`config.mk`:
```
export PLATFORM = sky130hd
export DESIGN_NAME = instr_encoder
export DESIGN_NICKNAME = d
export VERILOG_FILES = /design/src/rtl/instr_encoder.sv
export SDC_FILE = /design/constraint.sdc
export NUM_CORES = 1
export LEC_CHECK = 0
export CORE_AREA = 8 8 143 145
export DETAILED_ROUTE_END_ITERATION = 8
export DIE_AREA = 0 0 151 153
export SLEW_MARGIN = 20
export SYNTH_ARGS = -nofsm -noshare
export SYNTH_HDL_FRONTEND = slang
export SYNTH_SLANG_ARGS = --single-unit
```
`constraint.sdc`:
```
create_clock -name clk -period 3.46 [get_ports clk]
set_input_delay 0.519 -clock clk [delete_from_list [all_inputs] [get_ports clk]]
set_output_delay 0.519 -clock clk [all_outputs]
set_load 0.05 [all_outputs]
```
`src/rtl/instr_encoder.sv`:
```
// ---------------------------------------------------------------------------
// instr_encoder
//   Accepts symbolic instruction requests (mnemonic plus operand fields),
//   encodes each one into a 32-bit MIPS-style instruction word and writes the
//   words to consecutive instruction-memory addresses through a 4-entry FIFO.
//   A session is opened by a start pulse and closed by a request carrying
//   in_last; the block reports done once every buffered word has been written.
//
// Ports
//   clk, rst          clock and synchronous active-high reset
//   start, base_addr  open a session at word address base_addr
//   in_valid/in_ready request handshake
//   in_code           mnemonic (0..11 legal, 12..15 illegal)
//   in_rs/rt/rd/sa    5-bit register / shift-amount fields
//   in_imm, in_target 16-bit immediate, 26-bit jump target
//   in_last           marks the final request of the session
//   wr_valid/wr_ready instruction-memory write handshake
//   wr_addr, wr_data  write address and data (FIFO head)
//   busy, done        session running / session complete
//   err_illegal       sticky: an illegal mnemonic was dropped this session
//   word_count        words written this session, saturating at 2047
// ---------------------------------------------------------------------------
module instr_encoder (
  input  logic        clk,
  input  logic        rst,
  input  logic        start,
  input  logic [9:0]  base_addr,
  input  logic        in_valid,
  output logic        in_ready,
  input  logic [3:0]  in_code,
  input  logic [4:0]  in_rs,
  input  logic [4:0]  in_rt,
  input  logic [4:0]  in_rd,
  input  logic [4:0]  in_sa,
  input  logic [15:0] in_imm,
  input  logic [25:0] in_target,
  input  logic        in_last,
  output logic        wr_valid,
  input  logic        wr_ready,
  output logic [9:0]  wr_addr,
  output logic [31:0] wr_data,
  output logic        busy,
  output logic        done,
  output logic        err_illegal,
  output logic [10:0] word_count
);

  typedef enum logic [1:0] {
    S_IDLE  = 2'd0,
    S_RUN   = 2'd1,
    S_DRAIN = 2'd2,
    S_DONE  = 2'd3
  } state_t;

  localparam logic [10:0] WC_MAX = 11'd2047;

  // Returns {legal, word}. Illegal codes return legal = 0 and a zero word.
  function automatic logic [32:0] encode(
    input logic [3:0]  code,
    input logic [4:0]  rs,
    input logic [4:0]  rt,
    input logic [4:0]  rd,
    input logic [4:0]  sa,
    input logic [15:0] imm,
    input logic [25:0] tgt
  );
    logic [31:0] w;
    logic        ok;
    w  = 32'd0;
    ok = 1'b1;
    case (code)
      4'd0:    w = {6'b000000, rs, rt, rd, 5'b00000, 6'b100000}; // ADD
      4'd1:    w = {6'b000000, rs, rt, rd, 5'b00000, 6'b100010}; // SUB
      4'd2:    w = {6'b000000, rs, rt, rd, 5'b00000, 6'b100100}; // AND
      4'd3:    w = {6'b000000, rs, rt, rd, 5'b00000, 6'b100101}; // OR
      4'd4:    w = {6'b000000, rs, rt, rd, 5'b00000, 6'b100110}; // XOR
      4'd5:    w = {6'b000000, 5'b00000, rt, rd, sa, 6'b000000}; // SLL
      4'd6:    w = {6'b000000, rs, rt, rd, 5'b00000, 6'b001010}; // MOVZ
      4'd7:    w = {6'b100011, rs, rt, imm};                     // LW
      4'd8:    w = {6'b101011, rs, rt, imm};                     // SW
      4'd9:    w = {6'b000010, tgt};                             // J
      4'd10:   w = {6'b111110, rs, rt, rd, 5'b00000, 6'b000000}; // CMP
      4'd11:   w = {6'b111111, rs, rt, imm};                     // BBT
      default: ok = 1'b0;
    endcase
    return {ok, w};
  endfunction

  state_t      state_q, state_d;
  logic [31:0] fifo_q [4];
  logic [1:0]  wptr_q, wptr_d;
  logic [1:0]  rptr_q, rptr_d;
  logic [2:0]  count_q, count_d;
  logic [9:0]  addr_q, addr_d;
  logic [10:0] wc_q, wc_d;
  logic        err_q, err_d;
  logic        busy_q, busy_d;
  logic        done_q, done_d;

  logic [32:0] enc;
  logic        legal;
  logic        accept;
  logic        push;
  logic        pop;

  // Stage: request acceptance and encoding
  assign enc      = encode(in_code, in_rs, in_rt, in_rd, in_sa, in_imm, in_target);
  assign legal    = enc[32];
  // in_ready looks only at the registered count, so a full FIFO stays
  // closed even in a cycle where the head is being written out.
  assign in_ready = (state_q == S_RUN) && (count_q != 3'd4);
  assign accept   = in_valid && in_ready;
  assign push     = accept && legal;
  assign pop      = wr_valid && wr_ready;

  // Stage: FIFO head to instruction-memory write port
  assign wr_valid    = (count_q != 3'd0);
  assign wr_data     = wr_valid ? fifo_q[rptr_q] : 32'd0;
  assign wr_addr     = addr_q;
  assign busy        = busy_q;
  assign done        = done_q;
  assign err_illegal = err_q;
  assign word_count  = wc_q;

  always_comb begin
    state_d = state_q;
    wptr_d  = wptr_q;
    rptr_d  = rptr_q;
    addr_d  = addr_q;
    wc_d    = wc_q;
    err_d   = err_q;

    if (push) wptr_d = wptr_q + 2'd1;

    if (pop) begin
      rptr_d = rptr_q + 2'd1;
      addr_d = addr_q + 10'd1;               // 10-bit wrap: 1023 -> 0
      if (wc_q != WC_MAX) wc_d = wc_q + 11'd1;
    end

    if (accept && !legal) err_d = 1'b1;

    count_d = count_q + {2'b00, push} - {2'b00, pop};

    case (state_q)
      S_IDLE, S_DONE: begin
        // FIFO is empty here, so start cannot collide with a pop.
        if (start) begin
          state_d = S_RUN;
          addr_d  = base_addr;
          wc_d    = 11'd0;
          err_d   = 1'b0;
        end
      end
      S_RUN: begin
        if (accept && in_last) state_d = S_DRAIN;
      end
      S_DRAIN: begin
        // Nothing can be pushed in DRAIN, so an empty FIFO means no write
        // is pending.
        if (count_q == 3'd0) state_d = S_DONE;
      end
      default: state_d = S_IDLE;
    endcase

    busy_d = (state_d == S_RUN) || (state_d == S_DRAIN);
    done_d = (state_d == S_DONE);
  end

  // Stage: control state registers
  always_ff @(posedge clk) begin
    if (rst) begin
      state_q <= S_IDLE;
      wptr_q  <= 2'd0;
      rptr_q  <= 2'd0;
      count_q <= 3'd0;
      addr_q  <= 10'd0;
      wc_q    <= 11'd0;
      err_q   <= 1'b0;
      busy_q  <= 1'b0;
      done_q  <= 1'b0;
    end else begin
      state_q <= state_d;
      wptr_q  <= wptr_d;
      rptr_q  <= rptr_d;
      count_q <= count_d;
      addr_q  <= addr_d;
      wc_q    <= wc_d;
      err_q   <= err_d;
      busy_q  <= busy_d;
      done_q  <= done_d;
    end
  end

  // Stage: FIFO storage (data only; emptiness is tracked by count_q)
  always_ff @(posedge clk) begin
    if (push && !rst) fifo_q[wptr_q] <= enc[31:0];
  end

endmodule

```
Word-level counts from Yosys, hierarchy flattened

Memory sizes are Yosys's and may differ from the RTL's. A register that Yosys moved wholly into a read port is not among the register bits.
Index checks and enable logic that the tools add are counted.

Bits in registers: 33
Memory bits (writable): 128
Input port bits: 82
Output and inout bits: 58
Logic and storage cells: 72
Memories kept: 1

$add $sub $neg: 6
Eq/ne operators: 19
Mux-type cells: 21
Reduce and logical (&&, ||, !) cells: 16

Memory list:

| memory | words | bits a word | rd ports | clocked after memory_dff | write ports | line | source |
|---|---|---|---|---|---|---|---|
| fifo_q | 4     | 32          | 1        | 1                        | 1           | 90   | `logic [31:0] fifo_q [4];` |

Operators with widths:

| kind                                                            | count |
|---|---|
| 32-bit one-hot mux with 12 select lines                         | 1 |
| 11-bit two-way mux                                              | 4 |
| 32-bit two-way mux                                              | 1 |
| 10-bit two-way mux                                              | 3 |
| 4-bit by 3-bit == test with 1-bit output, second input constant | 4 |
| 4-bit == test, second input constant                            | 4 |
| 12-bit OR reduction                                             | 1 |
| 11-bit by 1-bit adder with 11-bit output, second input constant | 1 |
| 11-bit != test, second input constant                           | 1 |
| 10-bit by 1-bit adder with 10-bit output, second input constant | 1 |
| 2-bit two-way mux                                               | 5 |
| 2-bit == test, second input constant                            | 4 |
| 4-bit by 2-bit == test with 1-bit output, second input constant | 2 |
| 1-bit logical AND                                               | 7 |
| 1-bit two-way mux                                               | 6 |
| 2-bit one-hot mux with 3 select lines                           | 1 |
| 2-bit by 1-bit adder with 2-bit output, second input constant   | 2 |
| 2-bit by 1-bit == test with 1-bit output, second input constant | 2 |
| 4-bit by 1-bit == test with 1-bit output, second input constant | 1 |
| 4-bit zero test                                                 | 1 |
| 3-bit by 1-bit adder with 3-bit output                          | 1 |
| 3-bit zero test                                                 | 1 |
| 3-bit != test, second input constant                            | 1 |
| 3-bit nonzero test                                              | 1 |
| other kinds (5)                                                 | 6 |

Depth between registers and ports, before layout

Gate-level depths: netlist (run 1).

Depth in word-level cells: 8
Depth in mapped cells: 11
Mapped depth without buffers: 11

Least setup slack after synthesis (run 1)

Ideal clock, no wire load.

Path type: register -> output
Start point: reg (tool-made name)
End point: out wr_data[30]
Arrival time: 2016 ps
Data required time: 2941 ps
Path slack: 925 ps
Stages on the path, launching flop included: 5
Buffers on the path: 2
Path through: dfxtp_1 buf_1 mux4_2 nor2b_1 buf_4

RTL lines:

| item          | line | source |
|---|---|---|
| end, declared | 41   | `output logic [31:0] wr_data,` |

==> impl_table.tex, run 1 <==
\begin{tabular}{lr}
\hline
Metric & Value \\
\hline
\multicolumn{2}{l}{\textbf{Status}} \\
\quad Status & complete, no violations \\
\multicolumn{2}{l}{\textbf{STA}} \\
\quad Slew @ Worst Pin & approximately 860 ps \\
\quad Max Fclk & $\sim$0.32 GHz \\
\quad Total of endpoints with negative setup slack in the final report & 0 \\
\quad Final hold vios & 0 \\
\quad Final Max Tran Viols & 0 \\
\quad Final Critical Period & between 3000 and 4000 ps \\
\quad RSZ-0062 raised after global routing & no \\
\quad Tcrit/Tclk final & 90.1\% \\
\quad Fin Setup TNS & 0 ps \\
\quad Clock Skews & around 11 ps \\
\quad Worst max-slew margin expressed relative to the limit & between 40\% and 50\% \\
\quad Final worst-path setup slack & around 340 ps \\
\multicolumn{2}{l}{\textbf{Setup path}} \\
\quad Crit end category & primary output \\
\quad Crit start category & register \\
\quad Highest fanout seen on the critical path & 20 \\
\quad Worst setup path class & register to primary output \\
\quad Worst EP arrival & 2600 ps \\
\quad Required time of the critical path & between 2000 and 3000 ps \\
\multicolumn{2}{l}{\textbf{Power}} \\
\quad Power density over the cells & about 670 mW/mm² \\
\quad Pint & roughly 4200 µW \\
\quad Part of the power in registers & between 30\% and 40\% \\
\quad Net switching share of the total power & 34.1\% \\
\quad Comb power frac & a little over a third \\
\quad Leakage power of the design & 0.00320 µW \\
\quad Peak ir drop on the vdd network & approximately 0.0004 V \\
\quad Net load switching power & approximately 2200 µW \\
\quad Clock network fraction of total power & 28.4\% \\
\multicolumn{2}{l}{\textbf{Final layout}} \\
\quad Final instance count without filler cells & 887 \\
\quad Layout net count & roughly 740 \\
\quad Commonest non-fill, non-tap cell in the layout & sky130\_fd\_sc\_hd\_\_clkdlybuf4s50\_1 \\
\quad Post-route cell area & approximately 0.0094 mm² \\
\quad Most frequent cells in the layout & sky130\_fd\_sc\_hd\_\_clkdlybuf4s50\_1, sky130\_fd\_sc\_hd\_\_edfxtp\_1, sky130\_fd\_sc\_hd\_\_nor2\_1, sky130\_fd\_sc\_hd\_\_nor2b\_1, sky130\_fd\_sc\_hd\_\_dfxtp\_1 \\
\quad Fraction of layout instances using a drive strength above 1 & 13.5\% \\
\quad Final core area utilization & 51.3\% \\
\quad Synthesis-to-finish area growth & 32.4\% \\
\quad Total inserted antenna cells & 0 \\
\multicolumn{2}{l}{\textbf{Route}} \\
\quad DRC & 0 \\
\quad Routed len/inst & a little under 20 µm \\
\quad Antenna-violating nets left & 0 \\
\quad Initial detailed-routing violation count & between 300 and 400 \\
\quad Initial DRT Pass Iterations & 5 \\
\quad Detail-routed via count per cell & 5.27 \\
\quad Routed wire length & around 17000 µm \\
\quad Vias after detailed routing & about 4700 \\
\multicolumn{2}{l}{\textbf{Clocking}} \\
\quad Cells resized by post-CTS repair & 0 \\
\quad Clk sink count & about 160 \\
\quad Maximum buffer depth of the clock tree & 2 \\
\quad TritonCTS Buffers & 17 \\
\quad Clock tree root driver cell & sky130\_fd\_sc\_hd\_\_clkbuf\_16 \\
\quad CTS clock-pin slew for the worst setup and hold paths & approximately 60 ps \\
\quad Post-CTS Setup Bufs & 0 \\
\quad TritonCTS clock tree & yes \\
\quad H-tree level count & 4 \\
\quad Clock Latency Late Sink & around 420 ps \\
\quad Hold Buf Count CTS & 0 \\
\multicolumn{2}{l}{\textbf{Global route}} \\
\quad Total global routing overflow & 0 \\
\quad Global-route wire length before repair & approximately 27000 µm \\
\quad GRT Resource Usage Total & between 10\% and 20\% \\
\quad Maximum number of pins on one net before global-route repair & 34 \\
\quad Via count of the first global-routing pass & $\sim$5000 \\
\quad Number of antenna violations at the first check in global routing & 0 \\
\multicolumn{2}{l}{\textbf{Floorplan}} \\
\quad Die area & around 0.023 mm² \\
\quad Width of the die & about 150 µm \\
\quad Floorplan Core Area & roughly 0.018 mm² \\
\quad Effective utilization at floorplan & about 39\% \\
\quad IO Count & 140 \\
\quad Height of the die & 153 µm \\
\quad Std cell rows & 50 \\
\multicolumn{2}{l}{\textbf{Logic synthesis}} \\
\quad Share of Yosys cell area claimed by the top area cell type & between 50\% and 60\% \\
\quad Synth Net Count & between 500 and 600 \\
\quad Main flop type after synthesis & sky130\_fd\_sc\_hd\_\_edfxtp\_1 \\
\quad Post-synth EDFFs & 124 \\
\quad Post-synthesis instance total & approximately 490 \\
\quad Synth area leaders & sky130\_fd\_sc\_hd\_\_edfxtp\_1, sky130\_fd\_sc\_hd\_\_dfxtp\_1, sky130\_fd\_sc\_hd\_\_mux4\_2 \\
\quad Portion of the post-synthesis area used by sequential elements & a little over three fifths \\
\quad Most area-hungry cell type in the Yosys netlist & sky130\_fd\_sc\_hd\_\_edfxtp\_1 \\
\quad Yosys cell types & 58 \\
\quad Netlist area before placement & 0.00708 mm² \\
\quad Avg Synthesized Cell Area & around 14 µm² \\
\quad Ys Warns & 0 \\
\quad Async set-or-reset flop fraction in the synthesized netlist & 0\% \\
\quad Seq cells post-synth & approximately 160 \\
\multicolumn{2}{l}{\textbf{Placed design}} \\
\quad Total placed cells including tap cells & about 860 \\
\quad Area post-placement & 0.00882 mm² \\
\quad Worst slack after detailed placement & roughly 600 ps \\
\quad Quantity of I/O buffers inserted on ports & around 140 \\
\quad Final weighted congestion in routability-driven placement & 0.819 \\
\quad Half-perimeter wire length after detailed placement & approximately 12000 µm \\
\multicolumn{2}{l}{\textbf{Job}} \\
\quad Total of max-cap violations & 0 \\
\multicolumn{2}{l}{\textbf{Worst hold path}} \\
\quad Hold WC Path Type & register to register \\
\hline
\end{tabular}
## cells in the mapped netlist, drive strengths merged (2+ instances only)
library cell / instances
mux2i: 4
a32oi: 2
o21a: 3
ha: 11
edfxtp: 124
clkbuf: 15
nand4: 7
nor3: 9
or3: 4
and2b: 3
a21oi: 13
nand2: 15
nor2: 36
and3: 2
o22ai: 2
o2111ai: 2
a21o: 4
buf: 10
and2: 5
nor2b: 34
mux4: 31
a22o: 11
a31oi: 4
a311oi: 4
inv: 29
a211oi: 8
nand3: 8
xnor2: 9
nand2b: 5
o31ai: 2
dfxtp: 35
a222oi: 10
xor2: 6
o21ai: 13
## layer usage
layer / global-route usage (%) / vias to the layer above / wire length (µm)
met5: 0 / - / 0
met3: 5.08 / 14 / 1490
met4: 4.43 / 0 / 177
met1: 18.0 / 2309 / 6960
li1: - / 2196 / -
met2: 25.1 / 153 / 8560
## state kept, by name, indices dropped and copies added, names as in the netlist, named ones only
name         count
word_count      11
state_q          2
busy             1
fifo_q         124
err_illegal      1
wr_addr         10
count_q          3
done             1
rptr_q           2
wptr_q           2
## path summary, 6_finish.rpt
| path | startpoint | to | slack (ps) | cells past startpoint |
|---|---|---|---|---|
| worst max-delay path | register | wr_data[26] | 340 | 4 |
| worst min-delay path | err_illegal | err_illegal | 490 | 2 |
| worst min register to register | err_illegal | err_illegal | 490 | 2 |
| worst max register to register | count_q[2] | count_q[2] | 920 | 10 |
## logic make-up (layout without fill, tap and decap cells)
logic type	after synthesis	count (layout)	share of synthesized area (%)
and+or+nand+nor	133	133	10.2
AOI/OAI and AO/OA	86	86	9.63
adders and majority gates	12	12	2.23
muxes	35	35	10.4
xor gates and xnor gates	15	15	1.85
DFF	159	159	62.5
buffers and inverters	54	213	3.18
## worst max-delay path: stages, from the launching register on
cell	delay, ps
sky130_fd_sc_hd__dfxtp_2	700
sky130_fd_sc_hd__buf_4	290
sky130_fd_sc_hd__mux4_2	320
sky130_fd_sc_hd__nor2b_1	150
sky130_fd_sc_hd__clkdlybuf4s50_1	720
## per-stage QoR
step | hold WS, ps | total power, µW
2_1_floorplan | 485 | 3840
3_3_place_gp | 479 | 4580
3_5_place_dp | 473 | 4610
4_1_cts | 493 | 6400
5_1_grt | 552 | 6600
6_report | 490 | 6320
## area by class of cell
type	instances	area, µm²
inverters	29	111
clock buffers	21	440
clock inverters	9	119
repair buffers	154	1540
well taps	234	293
multi-input cells	281	2450
flip-flops and latches	159	4430
fillers	1532	8890
## power by group through the flow
stage	Combinational, µW	Clock, µW	Sequential, µW
finish	2270	1790	2260
global route	2420	1920	2270
CTS	2320	1830	2260
detailed placement	2310	0	2290
global placement	2290	0	2290
floorplan	1490	0	2350
Note: power is estimated with default switching activity, not from simulation.
==> run 2, diff against run 1 <==
HOLD_SLACK_MARGIN = 0.15   (was not set)
==> results of run 2 <==
No change in the layout: final DEF, timing and power equal those of run 1.
